### config.mk
export PLATFORM = sky130hd
export DESIGN_NAME = usb_tx_ctrl_p
export DESIGN_NICKNAME = d
export VERILOG_FILES = /design/src/rtl/usb_tx_ctrl_p.sv
export SDC_FILE = /design/constraint.sdc
export NUM_CORES = 1
export LEC_CHECK = 0
export CELL_PAD_IN_SITES_DETAIL_PLACEMENT = 2
export CELL_PAD_IN_SITES_GLOBAL_PLACEMENT = 2
export CORE_MARGIN = 2
export CORE_UTILIZATION = 31
export CTS_BUF_LIST = sky130_fd_sc_hd__clkbuf_16
export DETAILED_ROUTE_END_ITERATION = 8
export PLACE_DENSITY = 0.84
export SLEW_MARGIN = 20
export SYNTH_ARGS = -nofsm -noshare
export SYNTH_HDL_FRONTEND = slang
export SYNTH_SLANG_ARGS = --single-unit
### constraint.sdc
create_clock -name clk -period 6.9 [get_ports clk]
set_input_delay 1.725 -clock clk [delete_from_list [all_inputs] [get_ports clk]]
set_output_delay 1.725 -clock clk [all_outputs]
set_load 0.1 [all_outputs]
### src/rtl/usb_tx_ctrl_p.sv
// usb_tx_ctrl_p -- USB packet transmit controller.
//
// Sequences one USB packet onto a byte serializer: SYNC byte, PID byte,
// optional payload bytes pulled from a transmit buffer, optional CRC16
// bytes, then a two bit-period end-of-packet.
//
// Optional feature macro: USB_TX_CRC16_EN
//   defined   -> data packets carry the two CRC16 bytes (crc16 port present,
//                crc_clr pulses while idle)
//   undefined -> no CRC bytes, no crc16 port, crc_clr held at 0
//
// Handshake semantics: tx_start is a single-cycle request sampled only in
// IDLE; byte_done is consumed only in SYNC/PID/SEND_DATA/CRC_LO/CRC_HI,
// bit_done only in EOP1/EOP2. A pulse on either in any other state is
// dropped, and the state holds until the consuming pulse arrives.
//
// Ports:
//   clk, rst                 clock, asynchronous active-high reset
//   tx_start, tx_packet      start request and packet type (0..7)
//   tx_packet_data           head byte of the transmit buffer
//   buffer_occupancy         bytes held in the transmit buffer
//   byte_done, bit_done      serializer byte / bit-period completion
//   crc16                    running payload CRC (macro builds only)
//   data_to_send             byte presented to the serializer
//   timer_en, timer_clr      bit-period timer control
//   load_en, get_tx_packet_data  payload byte load / buffer pop
//   send_eop                 drive end-of-packet
//   tx_transfer_active       packet in progress
//   tx_error                 one-cycle error pulse
//   crc_clr                  clear the external CRC generator
//   dbg_state_o              current FSM state encoding
module usb_tx_ctrl_p #(
  parameter int MAX_PAYLOAD = 64,
  localparam int OCC_W = $clog2(MAX_PAYLOAD + 1)
) (
  input  logic             clk,
  input  logic             rst,
  input  logic             tx_start,
  input  logic [2:0]       tx_packet,
  input  logic [7:0]       tx_packet_data,
  input  logic [OCC_W-1:0] buffer_occupancy,
  input  logic             byte_done,
  input  logic             bit_done,
`ifdef USB_TX_CRC16_EN
  input  logic [15:0]      crc16,
`endif
  output logic [7:0]       data_to_send,
  output logic             timer_en,
  output logic             timer_clr,
  output logic             load_en,
  output logic             send_eop,
  output logic             tx_transfer_active,
  output logic             get_tx_packet_data,
  output logic             tx_error,
  output logic             crc_clr,
  output logic [3:0]       dbg_state_o
);

  typedef enum logic [3:0] {
    S_IDLE      = 4'd0,
    S_SYNC      = 4'd1,
    S_PID       = 4'd2,
    S_LOAD      = 4'd3,
    S_SEND_DATA = 4'd4,
    S_CRC_LO    = 4'd5,
    S_CRC_HI    = 4'd6,
    S_EOP1      = 4'd7,
    S_EOP2      = 4'd8,
    S_ERROR     = 4'd9
  } state_t;

  localparam logic [OCC_W-1:0] MAX_OCC = OCC_W'(MAX_PAYLOAD);

  state_t           state_q, state_d;
  logic [2:0]       pkt_q, pkt_d;
  logic [OCC_W-1:0] len_q, len_d;
  logic [OCC_W-1:0] cnt_q, cnt_d;
  logic [7:0]       data_q, data_d;
`ifdef USB_TX_CRC16_EN
  logic [15:0]      crc_q, crc_d;
`endif

  logic   start_ok;
  logic   pkt_is_data;
  state_t after_payload;

  assign start_ok    = (tx_packet >= 3'd2) && (tx_packet <= 3'd6) &&
                       (buffer_occupancy <= MAX_OCC);
  assign pkt_is_data = (tx_packet == 3'd2) || (tx_packet == 3'd3);
`ifdef USB_TX_CRC16_EN
  assign after_payload = S_CRC_LO;
`else
  assign after_payload = S_EOP1;
`endif

  assign dbg_state_o = state_q;

  function automatic logic [7:0] pid_byte(input logic [2:0] p);
    case (p)
      3'd2:    pid_byte = 8'hC3;
      3'd3:    pid_byte = 8'h4B;
      3'd4:    pid_byte = 8'hD2;
      3'd5:    pid_byte = 8'h5A;
      3'd6:    pid_byte = 8'h1E;
      default: pid_byte = 8'h00;
    endcase
  endfunction

  always_ff @(posedge clk or posedge rst) begin
    if (rst) begin
      state_q <= S_IDLE;
      pkt_q   <= '0;
      len_q   <= '0;
      cnt_q   <= '0;
      data_q  <= '0;
`ifdef USB_TX_CRC16_EN
      crc_q   <= '0;
`endif
    end else begin
      state_q <= state_d;
      pkt_q   <= pkt_d;
      len_q   <= len_d;
      cnt_q   <= cnt_d;
      data_q  <= data_d;
`ifdef USB_TX_CRC16_EN
      crc_q   <= crc_d;
`endif
    end
  end

  always_comb begin
    state_d            = state_q;
    pkt_d              = pkt_q;
    len_d              = len_q;
    cnt_d              = cnt_q;
    data_d             = data_q;
`ifdef USB_TX_CRC16_EN
    crc_d              = crc_q;
`endif
    data_to_send       = 8'h00;
    timer_en           = 1'b0;
    timer_clr          = 1'b0;
    load_en            = 1'b0;
    send_eop           = 1'b0;
    tx_transfer_active = 1'b0;
    get_tx_packet_data = 1'b0;
    tx_error           = 1'b0;
    crc_clr            = 1'b0;

    if (state_q != S_IDLE && state_q != S_ERROR) begin
      timer_en           = 1'b1;
      tx_transfer_active = 1'b1;
    end

    case (state_q)
      S_IDLE: begin
        timer_clr    = 1'b1;
        data_to_send = 8'h01;
`ifdef USB_TX_CRC16_EN
        crc_clr      = 1'b1;
`endif
        cnt_d        = '0;
        if (tx_start) begin
          if (start_ok) begin
            state_d = S_SYNC;
            pkt_d   = tx_packet;
            // Length is frozen here; later occupancy only guards underrun.
            len_d   = pkt_is_data ? buffer_occupancy : '0;
          end else begin
            state_d = S_ERROR;
          end
        end
      end
      S_SYNC: begin
        data_to_send = 8'h01;
        if (byte_done) state_d = S_PID;
      end
      S_PID: begin
        data_to_send = pid_byte(pkt_q);
        if (byte_done) begin
          if (pkt_q >= 3'd4)     state_d = S_EOP1;
          else if (len_q == '0)  state_d = after_payload;
          else                   state_d = S_LOAD;
        end
      end
      S_LOAD: begin
        data_to_send = data_q;
        if (buffer_occupancy == '0) begin
          state_d = S_ERROR;
        end else begin
          load_en            = 1'b1;
          get_tx_packet_data = 1'b1;
          data_d             = tx_packet_data;
          cnt_d              = cnt_q + 1'b1;
          state_d            = S_SEND_DATA;
        end
      end
      S_SEND_DATA: begin
        data_to_send = data_q;
        if (byte_done) begin
          if (cnt_q < len_q) state_d = S_LOAD;
          else               state_d = after_payload;
        end
      end
`ifdef USB_TX_CRC16_EN
      S_CRC_LO: begin
        data_to_send = crc_q[7:0];
        if (byte_done) state_d = S_CRC_HI;
      end
      S_CRC_HI: begin
        data_to_send = crc_q[15:8];
        if (byte_done) state_d = S_EOP1;
      end
`endif
      S_EOP1: begin
        send_eop = 1'b1;
        if (bit_done) state_d = S_EOP2;
      end
      S_EOP2: begin
        send_eop = 1'b1;
        if (bit_done) state_d = S_IDLE;
      end
      S_ERROR: begin
        tx_error = 1'b1;
        state_d  = S_IDLE;
      end
      default: state_d = S_IDLE;
    endcase

`ifdef USB_TX_CRC16_EN
    // Snapshot the CRC on the edge that enters CRC_LO so both bytes agree.
    if (state_d == S_CRC_LO && state_q != S_CRC_LO) crc_d = crc16;
`endif
  end

endmodule

==> results of run 1 <==
-- cell type report --
class | count | area [µm²]
fill | 625 | 3160
multi-input combinational | 154 | 932
sequential | 29 | 726
timing repair buffer | 43 | 420
clock buffer | 5 | 125
tap | 72 | 90.1
inverter | 11 | 41.3
clock inverter | 2 | 7.51
-- registers in the layout (all words and copies together) (netlist names) --
name         count
cnt_q            7
data_q           8
dbg_state_o      4
len_q            7
pkt_q            3
-- through the flow --
step | instance area [µm²] | setup WS (ps) | util, % | total power [mW]
floorplan | 1770 | 842 | - | 0.900
global placement | 2210 | 1440 | 40.1 | 1.06
detailed placement | 2210 | 1410 | 40.1 | 1.08
CTS | 2340 | 1390 | 42.5 | 1.30
global route | 2340 | 1310 | 42.5 | 1.36
finish | 2340 | 1430 | 42.5 | 1.28
-- metal layers --
metal	routed length, µm	vias to the layer above
li1	-	790
met1	2520	810
met2	2410	34
met3	157	5
met4	95	0
met5	0	-
-- report_power, final --
part	internal (mW)	total (mW)	switching [mW]
registers	0.233	0.322	0.0892
clock network	0.129	0.203	0.0746
logic	0.203	0.756	0.554
total	0.564	1.28	0.717
-- logic make-up (layout without fill, tap and decap cells) --
family	after synthesis	after routing	synth area share (%)
and+or+nand+nor	92	92	26.0
buffers and inverters	24	61	6.44
DFF	29	29	41.1
AOI/OAI and AO/OA	44	44	15.9
xor gates and xnor gates	7	7	3.47
other	1	1	0.212
adders and majority gates	7	7	4.96
muxes	3	3	1.91
-- cells in the final DEF (no fill, tap or decap), types with 2 or more instances in the layout --
| cell | synthesis | layout |
|---|---|---|
| nand2_1 | 43 | 43 |
| clkdlybuf4s50_1 | 0 | 39 |
| dfrtp_1 | 29 | 29 |
| o21ai_0 | 23 | 23 |
| nor2_1 | 13 | 13 |
| inv_1 | 11 | 12 |
| nand3_1 | 11 | 11 |
| xor2_1 | 7 | 7 |
| ha_1 | 7 | 7 |
| clkbuf_16 | 0 | 5 |
| and3_1 | 4 | 4 |
| nand4_1 | 4 | 4 |
| a21oi_1 | 4 | 4 |
| buf_4 | 3 | 4 |
| mux2_2 | 3 | 3 |
| a21o_1 | 3 | 3 |
| nor2b_1 | 2 | 2 |
| or4_1 | 2 | 2 |
| nor4_1 | 2 | 2 |
| nand2b_1 | 2 | 2 |
| nor3_1 | 3 | 2 |
| a31oi_1 | 2 | 2 |
-- worst max-delay path, delay by kind of cell --
kind | cells | cell delay, ps
and+or+nand+nor | 1 | 560
AOI/OAI and AO/OA | 1 | 220
buffers and inverters | 4 | 1220
-- worst max path at each step --
stage	from	to	slack, ps	cells past startpoint
finish	buffer_occupancy[1]	load_en	1430	6
global route	buffer_occupancy[0]	load_en	1310	6
CTS	buffer_occupancy[1]	load_en	1390	6
detailed placement	buffer_occupancy[1]	load_en	1410	6
global placement	buffer_occupancy[1]	load_en	1440	6
floorplan	dbg_state_o[0]	tx_transfer_active	840	6
==> metrics.md, run 1 <==
| Metric | Value |
|---|---|
| Crit path top cell by count | buf_4 |
| Cts hold-fix bufs | 0 |
| Area growth from synthesis to layout | 32.6% |
| Htree depth | 2 |
| Clock sink total | 29 |
| Overflow after GRT | 0 |
| Drt pass-1 iters | 3 |
| Chip width | 79.5 µm |
| Port Buffers | between 40 and 50 |
| Worst Path Required | 5180 ps |
| Max incr delay on CP | approximately 560 ps |
| Nets | 274 |
| Total routed wirelength | just over 5000 µm |
| Vias in the first global route | 1,716 |
| Clock latency on the worst-skew pair | 280 ps |
| RSZ-0062 raised after global routing | no |
| Worst setup SP type | input port |
| Top cells by area, synth | dfrtp_1 (41%), nand2_1 (9.1%), o21ai_0 (6.5%) |
| Sequential area share after synthesis | 41.1% |
| Detail Placement HPWL | 3660 µm |
| CP max-delay cell | or4_4 |
| Hold Crit Class | flop to flop |
| CTS tree | built |
| Cells after Synth | 207 |
| CTS max path bufs | 2 |
| Status | completed |
| RePlAce Congestion | 0.819 |
| Most common cell in the netlist | nand2_1 |
| Number of routed nets with antenna violations | 0 |
| Rows | 27 |
| Max-slew violation count | 0 |
| Slew headroom | 34.9% |
| Total core area | 0.00551 mm² |
| Num CTS Buffers | 5 |
| Ys async rst share | 100% |
| Syn Nets | between 200 and 250 |
| Met1 track demand over resource | between 20% and 30% |
| Fin. Hold Viols | 0 |
| Root buf cell | clkbuf_16 |
| # diodes | 0 |
| Largest net degree at the start of global routing | 30 |
| CTS clk-pin slew, worst paths | 50 ps |
| Die area | between 0.006 and 0.007 mm² |
| Most used DFF post-synth | dfrtp_1 |
| Worst-path cell chain | clkdlybuf4s50_1, or4_4, o41ai_2, buf_4, inv_1, buf_4 |
| F_max | approximately 0.18 GHz |
| Post-synth top cells | nand2_1 (43), dfrtp_1 (29), o21ai_0 (23) |
| R2r startpoint | dbg_state_o[0] |
| Drt wl/cell | 16.4 µm |
| IR drop worst, VDD | 0.000197 V |
| Slew @ Worst Pin | just under 1000 ps |
| Busiest layer in global routing | met2 |
| Reg-to-reg endpoint | pkt_q[0] |
| WP data arrival | 3750 ps |
| WHS Endpoint | data_q[0] |
| Post-Layout Cell Count | 316 |
| Post-cts resize count | 0 |
| Hold Crit Depth | 2 |
| HP Start | data_q[0] |
| Avg Cell Area, Syn | between 8 and 9 µm² |
| Post-synthesis cell area | 0.00177 mm² |
| Leak | between 1 and 1.5 nW |
| Post-synth cell types | 43 |
| Post-synth top area share | 41.1% |
| Drt via density | 5.19 |
| Cell Pwr Density | 547 mW/mm² |
| CP Max Fanout | 16 |
| Crit path kind | input port to primary output |
| Total GRT Usage | 18.1% |
| Crit path capture type | primary output |
| Num ports | 43 |
| Seq cells post-synth | 29 |
| Setup Buffers After CTS | 0 |
| Yosys top cell by area | dfrtp_1 |
| Setup TNS Final | 0 ps |
| Starting Density | between 30% and 40% |
| DRC errors left | 0 |
| Share of layout cells above drive strength 1 | 8.20% |
| Fin crit share | around 79% |
| WHS | 468 ps |
| Die height | 79.5 µm |
| Endpoints failing setup | 0 |
| Iteration-0 DRC Markers | 48 |
| Synth warnings | 0 |
| Grt met2 use | 28.2% |
| Post-synth EDFFs | 0 |
| Antenna violations before repair | 0 |
| Number of max-cap violations | 0 |
| Layout Skew | 4.11 ps |
| GR Util met3 | 3.39% |
| Placed cell count | 309 |
| First-pass GRT wire length | 8740 µm |
| Min Tclk post-route | 5470 ps |
| Vias | roughly 1,600 |
| Worst R2R Setup Slack | 4500 ps |
| Reg2Reg Depth | 4 |
Power figures use the tool's default switching activity.
==> run 2, diff against run 1 <==
- CORE_UTILIZATION: 31 -> 29
- PLACE_DENSITY: 0.84 -> 0.79
- clock period: 6.9 -> 5.6 ns (I/O delays scaled with it)
==> run 2 against run 1 <==
Net effect:
- critical path depth fell by 1
- flip-flop and latch count is the same
- sequential power is 25% higher
- global-route usage rose by 0.11 points
- sequential share of layout area down 0.84 points
- register-to-register slack worse by 1300 ps
==> metrics.md, run 2 (same netlist as run 1, synthesis figures left out) <==
| Metric | Value |
|---|---|
| Crit path capture type | primary output |
| CP Max Fanout | 16 |
| Num ports | 43 |
| Fin crit share | 85.8% |
| Nets | 274 |
| Switch share | 54.5% |
| Hold Crit Depth | 2 |
| Port Buffers | a little over 40 |
| Hold Crit Class | flop to flop |
| Setup Buffers After CTS | 0 |
| CTS clk-pin slew, worst paths | 50 ps |
| Min Tclk post-route | 4800 ps |
| F_max | 0.208 GHz |
| Vias | 1,655 |
| Worst Path Required | 4200 ps |
| IR drop worst, VDD | just under 0.0003 V |
| Registers with the most flip-flops | data_q x8, cnt_q x7, len_q x7 |
| RePlAce Congestion | between 0.7 and 0.8 |
| Chip width | 82.1 µm |
| Slew headroom | 34.9% |
| Htree depth | 2 |
| Drt pass-1 iters | 4 |
| Clock network power share | 18.2% |
| RSZ-0062 raised after global routing | no |
| Worst Setup EP | load_en |
| CTS max path bufs | 2 |
| Detail Placement HPWL | 3910 µm |
| Max-slew violation count | 0 |
| Endpoints failing setup | 0 |
| Top reg by flops | data_q |
| Post-cts resize count | 0 |
| Total routed wirelength | 5470 µm |
| Die height | 82.1 µm |
| Cell Pwr Density | between 600 and 700 mW/mm² |
| Die area | roughly 0.0067 mm² |
| # diodes | 0 |
| Number of max-cap violations | 0 |
| Worst setup SP type | input port |
| Post-Layout Cell Count | 320 |
| Most frequent cells in the layout | nand2_1 (43), clkdlybuf4s50_1 (39), dfrtp_1 (29), o21ai_0 (23), nor2_1 (13) |
| DRC errors left | 0 |
| Reg-to-reg endpoint | pkt_q[2] |
| Largest net degree at the start of global routing | 30 |
| Reg power frac | roughly a quarter |
| Antenna violations before repair | 0 |
| First-pass GRT wire length | 9170 µm |
| CTS tree | built |
| Status | completed |
| WP data arrival | 3400 ps |
| Reg2Reg Depth | 4 |
| Commonest non-fill, non-tap cell in the layout | nand2_1 |
| Num CTS Buffers | 5 |
| Drt wl/cell | roughly 17 µm |
| Drt via density | 5.17 |
| Number of routed nets with antenna violations | 0 |
| Crit. Startpoint | buffer_occupancy[1] |
| Share of layout cells above drive strength 1 | 8.57% |
| Root buf cell | clkbuf_16 |
| Iteration-0 DRC Markers | 65 |
| Rows | 28 |
| P_sw | approximately 900 µW |
| Worst R2R Setup Slack | 3180 ps |
| Placed cell count | 312 |
| Fin. Hold Viols | 0 |
| Overflow after GRT | 0 |
| Total GRT Usage | 18.2% |
| Crit path kind | input port to primary output |
| Combinational share of power | between 50% and 60% |
| Vias in the first global route | 1,819 |
| Leak | about 1.1 nW |
| Area growth from synthesis to layout | 36.3% |
| Clock latency on the worst-skew pair | 280 ps |
| Slew @ Worst Pin | 974 ps |
| Setup TNS Final | 0 ps |
| Cts hold-fix bufs | 0 |
| Layout Skew | 5.57 ps |
| R2r startpoint | dbg_state_o[0] |
| Starting Density | between 20 and 30% |
| Total core area | between 0.005 and 0.006 mm² |
| Largest register FFs | 8 |
| Pint | between 700 and 800 µW |
| Clock sink total | 29 |
==> run 2: cell types whose count changed in the layout (fill, tap and decap cells not counted) <==
cell       before  now
buf_12          0    2
buf_4           4    2
bufinv_16       0    1
nor3_2          1    0
nor3_4          1    2
==> run 2: worst min-delay path by stage <==
stage	start	endpoint	slack, ps
3_5_place_dp	data_q[0]	data_q[0]	460
4_1_cts	data_q[0]	data_q[0]	470
3_3_place_gp	data_q[0]	data_q[0]	460
2_1_floorplan	data_q[5]	data_q[5]	440
6_report	data_q[0]	data_q[0]	470
5_1_grt	data_q[5]	data_q[5]	500
==> run 2: cell type report <==
type / count / area, µm²
fill: 668 / 3510
multi-input combinational: 154 / 938
tap: 75 / 93.8
clock buffer: 5 / 125
inverter: 11 / 41.3
sequential: 29 / 726
timing repair buffer: 43 / 445
clock inverter: 3 / 37.5
==> run 2: worst max-delay path, stage by stage <==
cell and delay [ps]:
clkdlybuf4s50_1 430, or4_4 560, o41ai_2 340, inv_1 380, buf_12 280
==> run 2: stage by stage <==
stage | power, mW | area, µm² | hold slack [ps] | utilization (%) | worst slack [ps]
floorplan | 1.11 | 1780 | 437 | - | 248
global placement | 1.33 | 2240 | 457 | 37.9 | 825
detailed placement | 1.35 | 2240 | 460 | 37.9 | 760
CTS | 1.67 | 2410 | 474 | 40.7 | 765
global route | 1.75 | 2410 | 499 | 40.7 | 682
finish | 1.65 | 2410 | 471 | 40.7 | 795
==> run 2: power groups by stage <==
stage | Clock [mW] | Combinational [mW] | Sequential, mW
after floorplan | 0 | 0.692 | 0.420
after global placement | 0 | 0.931 | 0.396
after detailed placement | 0 | 0.951 | 0.403
after CTS | 0.305 | 0.964 | 0.402
after global routing | 0.316 | 1.02 | 0.418
final | 0.301 | 0.952 | 0.401
==> run 2: routing by layer <==
metal	GRT usage [%]	routed length, µm
met1	23.1	2510
met2	30.9	2660
met5	0	0
met4	5.67	70
met3	3.85	225
==> run 3, diff against run 2 <==
- CORE_MARGIN: 2 -> unset
- CTS_CLUSTER_SIZE: unset -> 24
==> run 3 against run 2 <==
Net effect:
- the run now ends with DRC left
- combinational power shrank 0.6%
- via count grew 0.18%
- design area shrank 1.0%
- largest power group unchanged
- sequential power shrank 1%
- core utilization shrank 0.18 points
- worst setup slack lost 9.3 ps
- critical path depth is the same
- register-to-register slack lost 20 ps
- critical path type unchanged
==> metrics.md, run 3 (same netlist as run 1, synthesis figures left out) <==
| Metric | Value |
|---|---|
| WHS Endpoint | data_q[5] |
| Most frequent cells in the layout | nand2_1 (43), clkdlybuf4s50_1 (39), dfrtp_1 (29), o21ai_0 (23), nor2_1 (13) |
| CTS clk-pin slew, worst paths | about 50 ps |
| Violated checks | DRC |
| Clock sink total | 29 |
| Total routed wirelength | 5200 µm |
| Vias in the first global route | 1,814 |
| Root buf cell | clkbuf_16 |
| Rows | 28 |
| Die height | 80.1 µm |
| CTS max path bufs | 2 |
| IR drop worst, VDD | 0.000274 V |
| Crit path kind | input port to primary output |
| Hold Crit Class | flop to flop |
| Detail Placement HPWL | 3820 µm |
| Status | finished, violations left |
| Max layer used | met4 |
| R2r startpoint | dbg_state_o[0] |
| Worst setup margin | 786 ps |
| Cts hold-fix bufs | 0 |
| Endpoints failing setup | 0 |
| Num CTS Buffers | 5 |
| Drt pass-1 iters | 6 |
| F_max | about 0.21 GHz |
| Setup TNS Final | 0 ps |
| Post-Layout Cell Count | 320 |
| Post-cts resize count | 0 |
| CP max-delay cell | or4_4 |
| WP data arrival | 3410 ps |
| Number of routed nets with antenna violations | 0 |
| Clock latency on the worst-skew pair | approximately 270 ps |
| Port Buffers | slightly above 40 |
| Worst setup SP type | input port |
| Nets | 274 |
| HP Start | data_q[5] |
| Hold Crit Depth | 2 |
| First-pass GRT wire length | 8680 µm |
| Fin. Hold Viols | 0 |
| Vias | 1,658 |
| Setup WS pre-CTS | 776 ps |
| Overflow after GRT | 0 |
| Min Tclk post-route | 4810 ps |
| Largest register FFs | 8 |
| Crit path capture type | primary output |
| Htree depth | 2 |
| Leak | 1.05 nW |
| Largest net degree at the start of global routing | 30 |
| Slew headroom | between 30% and 40% |
| Setup Buffers After CTS | 0 |
| Number of max-cap violations | 0 |
| RSZ-0062 raised after global routing | no |
| Max incr delay on CP | roughly 570 ps |
| CTS tree | built |
| Metal3 WL | ~210 µm |
| Total design power | 1.59 mW |
| Registers with the most flip-flops | data_q x8, cnt_q x7, len_q x7 |
| Num ports | 43 |
| Slew @ Worst Pin | 979 ps |
| Max-slew violation count | 0 |
| Chip width | 80.1 µm |
| # diodes | 0 |
| Metal1 wirelength | 2340 µm |
| Final design utilization | just over 40% |
| Number of fill cells in the layout | 681 |
| CP Max Fanout | 16 |
| Starting Density | 30.0% |
| Worst Path Required | between 4000 and 5000 ps |
| Top reg by flops | data_q |
| Iteration-0 DRC Markers | 69 |
| Placed cell count | 312 |
| Fin crit share | between 80 and 90% |
| Die area | between 0.006 and 0.007 mm² |
| Total core area | 0.00589 mm² |
| Reg-to-reg endpoint | pkt_q[2] |
| RePlAce Congestion | ~0.70 |
| Met2 Routed Length | 2560 µm |
| Worst-path cell chain | clkdlybuf4s50_1, or4_4, o41ai_2, inv_1, buf_12 |
| Antenna violations before repair | 0 |
| Drt via density | around 5.2 |
| Worst R2R Setup Slack | around 3200 ps |
| Drt wl/cell | 16.2 µm |
| Share of layout cells above drive strength 1 | 8.57% |
| Reg2Reg Depth | 4 |
| Layout Skew | 3.32 ps |
| Cell Pwr Density | roughly 670 mW/mm² |
| DRC errors left | 1 |
| Area growth from synthesis to layout | 34.8% |
| Total GRT Usage | 18.1% |
| Commonest non-fill, non-tap cell in the layout | nand2_1 |
## run 3: cell types whose count changed in the layout (fill, tap and decap cells not counted)
cell / change
clkinv_2: +1
clkinv_1: +1
bufinv_16: -1
inv_1: -1
## run 3: how the worst max path moves through the flow
stage | startpoint | to | slack (ps) | cells past startpoint
after floorplan | dbg_state_o[1] | data_to_send[7] | 250 | 5
after global placement | buffer_occupancy[1] | get_tx_packet_data | 830 | 5
after detailed placement | buffer_occupancy[1] | load_en | 780 | 5
after CTS | buffer_occupancy[1] | load_en | 760 | 5
after global routing | buffer_occupancy[1] | load_en | 680 | 5
final | buffer_occupancy[1] | load_en | 790 | 5
## run 3: layer usage
layer	GRT usage, %	vias to the layer above
met4	7.86	0
li1	-	796
met5	0	-
met2	31.6	37
met3	3.52	5
met1	21.5	820
## run 3: metrics by stage
stage	hold WS, ps	area (µm²)
2_1_floorplan	437	1780
3_3_place_gp	455	2240
3_5_place_dp	461	2240
4_1_cts	476	2380
5_1_grt	506	2380
6_report	465	2380
## run 3: cell type report
cell class | instances | area, µm² | area share, %
clock buffer | 5 | 125 | 5.25
clock inverter | 3 | 12.5 | 0.525
inverter | 11 | 41.3 | 1.73
multi-input combinational | 154 | 938 | 39.4
sequential | 29 | 726 | 30.5
tap | 75 | 93.8 | 3.94
timing repair buffer | 43 | 445 | 18.7
## run 3: where the power goes
part	switching, mW	internal, mW
registers	0.109	0.287
logic	0.687	0.259
clock network	0.0886	0.160
total	0.885	0.706
## run 3: worst max-delay path: cells and delay by family
family / cells / cell delay [ps]
compound gates: 1 / 310
buf+inv: 3 / 1130
simple gates: 1 / 570
